===== src/rtl/decode_stage_pkg.sv =====
// Shared definitions for the pipelined add datapath: instruction field positions,
// ADD encoding and the decode-to-execute operand bundle.
package pa_pkg;

  localparam int unsigned PA_XLEN = 32;
  localparam int unsigned PA_RIDX = 5;

  localparam int unsigned OP_MSB    = 31;
  localparam int unsigned OP_LSB    = 26;
  localparam int unsigned RS_MSB    = 25;
  localparam int unsigned RS_LSB    = 21;
  localparam int unsigned RT_MSB    = 20;
  localparam int unsigned RT_LSB    = 16;
  localparam int unsigned RD_MSB    = 15;
  localparam int unsigned RD_LSB    = 11;
  localparam int unsigned SHAMT_MSB = 10;
  localparam int unsigned SHAMT_LSB = 6;
  localparam int unsigned FUNCT_MSB = 5;
  localparam int unsigned FUNCT_LSB = 0;

  localparam logic [5:0] OP_RTYPE  = 6'h00;
  localparam logic [5:0] FUNCT_ADD = 6'h20;

  typedef struct packed {
    logic [PA_XLEN-1:0] a;
    logic [PA_XLEN-1:0] b;
    logic [PA_RIDX-1:0] rd;
    logic [PA_XLEN-1:0] counter;
    logic               illegal;
  } decoded_t;

endpackage


===== src/rtl/decode_stage_regfile.sv =====
// NREG x XLEN register file: two asynchronous read ports, one synchronous write port,
// r0 reads as zero; synchronous active-low reset loads regs[i] = i.
module regfile #(
  parameter int unsigned NREG = 32,
  parameter int unsigned XLEN = 32,
  localparam int unsigned RW  = $clog2(NREG)
) (
  input  logic            clk,
  input  logic            rst_n,
  input  logic            we_i,
  input  logic [RW-1:0]   waddr_i,
  input  logic [XLEN-1:0] wdata_i,
  input  logic [RW-1:0]   raddr_a_i,
  input  logic [RW-1:0]   raddr_b_i,
  output logic [XLEN-1:0] rdata_a_o,
  output logic [XLEN-1:0] rdata_b_o
);

  logic [XLEN-1:0] regs_q [NREG];

  always_ff @(posedge clk) begin
    if (!rst_n) begin
      for (int unsigned i = 0; i < NREG; i++) regs_q[i] <= XLEN'(i);
    end else if (we_i && (waddr_i != '0)) begin
      regs_q[waddr_i] <= wdata_i;
    end
  end

  assign rdata_a_o = (raddr_a_i == '0) ? '0 : regs_q[raddr_a_i];
  assign rdata_b_o = (raddr_b_i == '0) ? '0 : regs_q[raddr_b_i];

endmodule


===== src/rtl/decode_stage.sv =====
// Decode stage for R-type ADD: register read, scoreboard hazard stall, registered bundle.
// Optional writeback-to-operand forwarding: define DECODE_WB_BYPASS_EN.
module decode_stage
  import pa_pkg::*;
#(
  parameter int unsigned NREG = 32,
  parameter int unsigned XLEN = 32,
  localparam int unsigned RW  = $clog2(NREG)
) (
  input  logic            clk,
  input  logic            rst_n,
  input  logic            in_valid,
  output logic            in_ready,
  input  logic [31:0]     in_instr,
  input  logic [XLEN-1:0] in_counter,
  input  logic            wb_en,
  input  logic [RW-1:0]   wb_addr,
  input  logic [XLEN-1:0] wb_data,
  output logic            out_valid,
  input  logic            out_ready,
  output logic [XLEN-1:0] out_a,
  output logic [XLEN-1:0] out_b,
  output logic [RW-1:0]   out_rd,
  output logic [XLEN-1:0] out_counter,
  output logic            out_illegal
);

  logic [5:0]      op, funct;
  logic [4:0]      shamt;
  logic [RW-1:0]   rs, rt, rd;
  logic            legal, hazard, accept;
  logic            rs_busy, rt_busy, rd_busy;
  logic            rs_fwd, rt_fwd;
  logic [XLEN-1:0] rf_a, rf_b, opnd_a, opnd_b;
  logic [NREG-1:0] busy_q, busy_d;
  logic            out_valid_q, out_valid_d;
  decoded_t        out_q, out_d;

  assign op    = in_instr[OP_MSB:OP_LSB];
  assign rs    = in_instr[RS_MSB:RS_LSB];
  assign rt    = in_instr[RT_MSB:RT_LSB];
  assign rd    = in_instr[RD_MSB:RD_LSB];
  assign shamt = in_instr[SHAMT_MSB:SHAMT_LSB];
  assign funct = in_instr[FUNCT_MSB:FUNCT_LSB];

  assign legal = (op == OP_RTYPE) && (funct == FUNCT_ADD) && (shamt == '0);

  regfile #(.NREG(NREG), .XLEN(XLEN)) u_regfile (
    .clk       (clk),
    .rst_n     (rst_n),
    .we_i      (wb_en),
    .waddr_i   (wb_addr),
    .wdata_i   (wb_data),
    .raddr_a_i (rs),
    .raddr_b_i (rt),
    .rdata_a_o (rf_a),
    .rdata_b_o (rf_b)
  );

`ifdef DECODE_WB_BYPASS_EN
  assign rs_fwd = wb_en && (wb_addr == rs) && (rs != '0);
  assign rt_fwd = wb_en && (wb_addr == rt) && (rt != '0);
`else
  assign rs_fwd = 1'b0;
  assign rt_fwd = 1'b0;
`endif

  assign opnd_a = rs_fwd ? wb_data : rf_a;
  assign opnd_b = rt_fwd ? wb_data : rf_b;

  // rd is never forwarded: a pending write to rd always stalls (WAW).
  assign rs_busy = (rs != '0) && busy_q[rs] && !rs_fwd;
  assign rt_busy = (rt != '0) && busy_q[rt] && !rt_fwd;
  assign rd_busy = (rd != '0) && busy_q[rd];
  assign hazard  = legal && (rs_busy || rt_busy || rd_busy);

  assign in_ready = rst_n && !hazard && (!out_valid_q || out_ready);
  assign accept   = in_valid && in_ready;

  always_comb begin
    busy_d      = busy_q;
    out_d       = out_q;
    out_valid_d = out_valid_q;
    if (wb_en) busy_d[wb_addr] = 1'b0;
    if (accept) begin
      out_valid_d = 1'b1;
      if (legal) begin
        out_d = '{a: opnd_a, b: opnd_b, rd: rd, counter: in_counter, illegal: 1'b0};
        if (rd != '0) busy_d[rd] = 1'b1;
      end else begin
        out_d = '{a: '0, b: '0, rd: '0, counter: in_counter, illegal: 1'b1};
      end
    end else if (out_ready) begin
      out_valid_d = 1'b0;
    end
    busy_d[0] = 1'b0;
  end

  always_ff @(posedge clk) begin
    if (!rst_n) begin
      busy_q      <= '0;
      out_q       <= '0;
      out_valid_q <= 1'b0;
    end else begin
      busy_q      <= busy_d;
      out_q       <= out_d;
      out_valid_q <= out_valid_d;
    end
  end

  assign out_valid   = out_valid_q;
  assign out_a       = out_q.a;
  assign out_b       = out_q.b;
  assign out_rd      = out_q.rd;
  assign out_counter = out_q.counter;
  assign out_illegal = out_q.illegal;

endmodule


===== config.mk =====
export PLATFORM = sky130hd
export DESIGN_NAME = decode_stage
export DESIGN_NICKNAME = d
export VERILOG_FILES = /design/src/rtl/decode_stage_pkg.sv /design/src/rtl/decode_stage_regfile.sv /design/src/rtl/decode_stage.sv
export SDC_FILE = /design/constraint.sdc
export NUM_CORES = 2
export LEC_CHECK = 0
export ABC_CLOCK_PERIOD_IN_PS = 13950
export CORE_ASPECT_RATIO = 2
export CORE_MARGIN = 2
export CORE_UTILIZATION = 49
export CTS_CLUSTER_DIAMETER = 60
export CTS_CLUSTER_SIZE = 24
export DETAILED_ROUTE_END_ITERATION = 6
export MAX_ROUTING_LAYER = met4
export PLACE_DENSITY = 0.66
export SETUP_SLACK_MARGIN = 0.15
export SYNTH_ARGS = -nofsm -noshare
export SYNTH_HDL_FRONTEND = slang
export SYNTH_HIERARCHICAL = 1
export SYNTH_SLANG_ARGS = --single-unit
export TNS_END_PERCENT = 5

===== constraint.sdc =====
create_clock -name clk -period 13.95 [get_ports clk]
set_clock_uncertainty 0.15 [all_clocks]
set_input_delay 2.79 -clock clk [delete_from_list [all_inputs] [get_ports clk]]
set_output_delay 2.79 -clock clk [all_outputs]
set_load 0.02 [all_outputs]

## Word-level counts from Yosys, hierarchy flattened

Memories as Yosys holds them, arrays and structs flattened.
Index checks and enable logic that the tools add are counted.

- Register bits after elaboration: 135
- Latch bits: 0
- Memory bits (writable): 1,024
- Memory bits (read-only): 0
- Input port bits: 106
- Output and inout port bits: 104
- Word-level logic and storage cells: 72
- Memories: 1

- $add $sub $neg: 0
- Multiply operators: 0
- Div/mod/pow operators: 0
- Order comparisons: 6
- Eq/ne operators: 1
- Shifts and indexed selects: 0
- Muxes and demuxes: 26
- Bitwise gates (word level): 3
- Reductions and logical operators: 27

Memory list:

| name | words | bits a word | read ports | clocked after Yosys merged registers in | write ports | RTL line | source |
|---|---|---|---|---|---|---|---|
| u_regfile.regs_q | 32 | 32 | 2 | 0 | 32 | decode_stage_regfile.sv:19 | `logic [XLEN-1:0] regs_q [NREG];` |

Operators with widths:

| cell | number |
|---|---|
| $mux W32 | 7 |
| $mux W102 | 1 |
| $and A32 B32 Y32 | 1 |
| $not A32 Y32 | 1 |
| $or A32 B32 Y32 | 1 |
| $reduce_or A32 Y1 | 1 |
| $lt A5 B6 Y1 const B | 4 |
| $reduce_bool A5 Y1 | 4 |
| $bmux W1 S5 | 3 |
| $logic_not A5 Y1 | 3 |
| $logic_and A1 B1 Y1 | 12 |
| $mux W1 | 12 |
| $demux W1 S5 | 2 |
| $ge A5 B1 Y1 const B | 2 |
| $eq A6 B6 Y1 const B | 1 |
| $logic_not A6 Y1 | 1 |
| $mux W5 | 1 |
| $logic_or A1 B1 Y1 | 3 |
| $logic_not A1 Y1 | 2 |
| $reduce_bool A2 Y1 | 1 |

## Depth between registers and ports, before layout

- Depth in word-level cells: 11
- Mapped depth: 11
- Gate-level depth less buffers: 6

## Modules after synthesis

Netlist, hierarchy kept.

By module, submodules not included:

| module | times used | cells an instance | area each (sq um) | seq. area each (sq um) |
|---|---|---|---|---|
| regfile | 1 | 3,524 | 54,334.6 | 30,749.5 |
| decode_stage | 1 | 993 | 8,102.8 | 2,682.6 |

## Worst setup path after synthesis

Ideal clock, no wire load.

- Path type: input to output
- Start: input in_instr[11]
- End: output in_ready
- Arrival: 5,131 ps
- Data required time: 11,010 ps
- Setup slack: 5,879 ps
- Cell stages on the path: 8
- Buffers on the path: 2
- Cell sequence: buf_1 -> mux4_2 -> and4_1 -> a31oi_1 -> nand4_1 -> clkbuf_1 -> o31ai_1 -> and3_1

- Longest elaborated chain between the ends: 8
- Elaborated cells on any way between the ends: 9
- Classes of those cells: 2 x mux; 7 x reduce/logical

RTL lines:

| element | RTL line | source |
|---|---|---|
| start, declared | decode_stage.sv:14 | `input logic [31:0] in_instr,` |
| $bmux W1 S5 | decode_stage.sv:74 | `assign rd_busy = (rd != '0) && busy_q[rd];` |
| $mux W1 (implied by the code) | decode_stage.sv:74 |  |
| $logic_and A1 B1 Y1 * | decode_stage.sv:74 |  |
| $logic_or A1 B1 Y1 * | decode_stage.sv:75 | `assign hazard = legal && (rs_busy \|\| rt_busy \|\| rd_busy);` |
| $logic_and A1 B1 Y1 * | decode_stage.sv:75 |  |
| $logic_not A1 Y1 * | decode_stage.sv:77 | `assign in_ready = rst_n && !hazard && (!out_valid_q \|\| out_ready);` |
| $logic_and A1 B1 Y1 * (2 in series) | decode_stage.sv:77 |  |
| end, declared | decode_stage.sv:13 | `output logic in_ready,` |

Every way passes the cells marked *; elsewhere a longest branch is shown, timed or not. The select of a mux whose other input is x is not followed.

## Worst setup path after layout

- Start: input in_instr[12]
- End: output in_ready

The elaborated chain is that of the path after synthesis.

==> impl_metrics.py <==
metrics = {
    "run_status": {
        "status": "finished, final reports clean",
    },
    "placement": {
        "placed_area_mm2": 0.0658,
        "place.gp.congestion": 0.905,
        "place_worst_setup_slack_ps": 4110,
        "dp_hpwl_mm": 127,
        "dp_cells": 6031,
        "io_buffers": 209,
    },
    "synthesis": {
        "async_reset_ff_share_pct": 0,
        "synth_top_cell_by_area": "edfxtp_1",
        "synth_seq_cells": 1158,
        "ys.flop_type": "edfxtp_1",
        "synth_edf_count": 1024,
        "synthCells": 4517,
        "netlist_area_mm2": 0.0624,
        "yosys_warnings": 6,
        "synth.area.top_cells": "edfxtp_1, mux4_2, and2_1, dfxtp_1, mux2i_1",
        "avgSynthCellArea_um2": 13.8,
        "ys_seq_area_share_pct": 53.5,
        "synth_cell_types": 61,
        "synth_top_area_share_pct": 49.2,
    },
    "global_routing": {
        "grt_pass1_vias": 42300,
        "grt.total_usage_pct": 32.4,
        "grt_max_degree": 128,
        "grt_antenna_before_repair": 11,
        "grt_overflow_total": 0,
        "grt_pass1_wl_mm": 297,
    },
    "layout": {
        "layout.nets": 4512,
        "multi_input_area_mm2": 0.0273,
        "final_cells": 6129,
        "seqCellArea_mm2": 0.0334,
        "fillers": 10400,
        "area_growth_pct": 8.08,
        "layout-drive-gt1-share_pct": 18.3,
        "final_area_mm2": 0.0675,
    },
    "critical_path": {
        "crit_top_cell": "clkdlybuf4s50_1",
        "worst_path_max_delay_cell": "clkdlybuf4s50_1",
        "crit_path_start": "in_instr[12]",
        "r2r-start": "busy_q[27]$_SDFF_PN0_",
        "arrival_ps": 6940,
        "start_kind": "primary input",
        "crit_required_ps": 11010,
        "crit_chain": "clkdlybuf4s50_1 > mux4_2 > nor2_1 > nor4b_1 > or4_2 > o31ai_1 > and3_1 > clkdlybuf4s50_1",
        "crit_type": "in -> out",
        "slowest_delay_ps": 1200,
        "path_max_fanout": 22,
        "end_kind": "output port",
    },
    "timing": {
        "worstMarginPinSlew_ps": 1320,
        "setup_viol": 0,
        "fin_crit_sh_pct": 70.8,
        "rsz0062_at_grt": "false",
        "max_freq_ghz": 0.101,
        "finalCriticalPeriod_ps": 9880,
        "hold_viol_final": 0,
        "tns_ps": 0,
        "relSlewSlack_pct": 12.3,
        "fin_ws_ps": 4070,
        "maxSlewViolCount": 0,
    },
    "pwr": {
        "p_seq_share_pct": 58.2,
        "p_switching_mw": 1.82,
        "ir_drop_uv": 92.5,
        "p_int_mw": 5.11,
        "finalPower_mw": 6.94,
        "comb_power_share_pct": 14.3,
        "p_leak_nw": 22.2,
        "pwr-share-clk_pct": 27.5,
        "p_per_area_mw_per_mm2": 103,
        "sw_frac_of_total_pct": 26.3,
    },
    "detailed_routing": {
        "drt-initial-drc-count": 5084,
        "routedWlPerCell_um": 33.9,
        "vias": 42100,
        "route.detailed.drc": 0,
        "drt-total-wl_mm": 208,
        "ant_nets": 0,
        "drt-vias-per-instance": 6.87,
        "firstDrtPassIters": 6,
    },
    "clocking": {
        "clkSinkCount": 1158,
        "clock_path_buffers": 3,
        "cts_root_buf": "clkbuf_16",
        "cts_tree": "built",
        "cts_setup_buffers": 0,
        "htree_levels": 2,
        "clkTransAtPathRegs_ps": 90,
        "cts_resized": 0,
        "clock_latency_ps": 710,
        "cts-buffers-inserted": 56,
        "holdBufCountCts": 0,
    },
    "die": {
        "fp-row-count": 185,
        "ios": 210,
        "start_util_pct": 49.2,
        "core-area_mm2": 0.127,
        "dieWidth_um": 256,
        "die-area_mm2": 0.130,
        "die_h_um": 509,
    },
    "run": {
        "drv_cap": 0,
    },
    "worst_hold_path": {
        "hp-class": "reg -> reg",
        "hp-start": "out_illegal$_SDFFE_PN0P_",
    },
}
## power by group through the flow
stage | clock [mW] | combinational [mW] | sequential, mW
3_3_place_gp | 0 | 0.966 | 4.10
6_report | 1.91 | 0.992 | 4.04
2_1_floorplan | 0 | 0.618 | 4.09
3_5_place_dp | 0 | 0.974 | 4.11
4_1_cts | 1.92 | 0.976 | 4.03
5_1_grt | 2.02 | 1.03 | 4.05
## state kept, by name, summed over array words and instances (netlist names)
name              cells
out_rd                5
out_valid             1
u_regfile/regs_q   1024
out_a                32
out_b                32
out_counter          32
out_illegal           1
busy_q               31
## cell families (layout without fill, tap and decap cells)
group	count (synthesis)	in the layout	share of synthesized area, %
mux	687	687	20.8
buf+inv	532	416	3.87
flops	1158	1158	53.5
other cells	1	46	0.00601
compound gates	577	577	7.11
simple gates	1562	1562	14.7
## metrics by stage
step,hold WS [ps],utilization [%]
6_report,333,53.2
5_1_grt,373,53.2
4_1_cts,335,53.2
3_5_place_dp,322,51.9
3_3_place_gp,306,51.9
2_1_floorplan,349,-
## synth_stat cells, types with 25 or more instances
cell type     n
nand3_1      47
o311ai_0     68
o21ai_0      34
and2_1      984
nor3_1       57
nor2b_1      51
buf_2        58
edfxtp_1   1024
o22ai_1      82
a22o_1       51
clkbuf_1    381
a211oi_1     36
nor2_1       48
and3_1       37
a31oi_1      34
o31ai_1      25
nand4_1      36
mux2_2       35
dfxtp_1     134
buf_4        46
or3_1        84
o221ai_1     28
mux4_2      483
mux2i_1     169
nand2_1     163
o211ai_1    131
## layout by cell type, fill, tap and decap left out, types with 51 or more instances in the layout
cell type        instances
edfxtp_1              1024
and2_1                 983
or3_1                   83
nor3_1                  56
nand2_1                163
clkbuf_16               57
o311ai_0                68
clkdlybuf4s50_1        199
o22ai_1                 82
a22o_1                  51
dfxtp_1                134
buf_4                  115
mux2i_1                169
o211ai_1               131
mux4_2                 483
## path summary, 6_finish.rpt
check	slack, ps	cells after the start	to
hold reg to reg	330	2	out_illegal$_SDFFE_PN0P_
hold / removal	330	2	out_illegal$_SDFFE_PN0P_
setup / recovery	4070	8	in_ready
setup reg to reg	9900	8	busy_q[12]$_SDFF_PN0_
## critical path, delay by kind of cell
kind	cells	cell delay (ps)
buf+inv	2	1800
compound gates	1	600
mux	1	600
simple gates	4	1140
## final cells by class
type | instances | share of cell area, %
multi-input combinational | 2858 | 40.4
inverter | 8 | 0.0445
timing repair buffer | 324 | 4.43
sequential | 1158 | 49.5
clock inverter | 12 | 0.167
tap | 1683 | 3.12
clock buffer | 72 | 2.21
antenna | 14 | 0.0519
## routing by layer
metal  up-vias  share of wire (%)  GRT usage, %
met5         -                  0             -
met4         0                6.8          19.2
met3       694                8.5          4.88
met2      2532                 51          54.6
met1     21700                 34          36.9
li1      17200                  -             -
No activity file was read; power rests on OpenSTA's default activity.
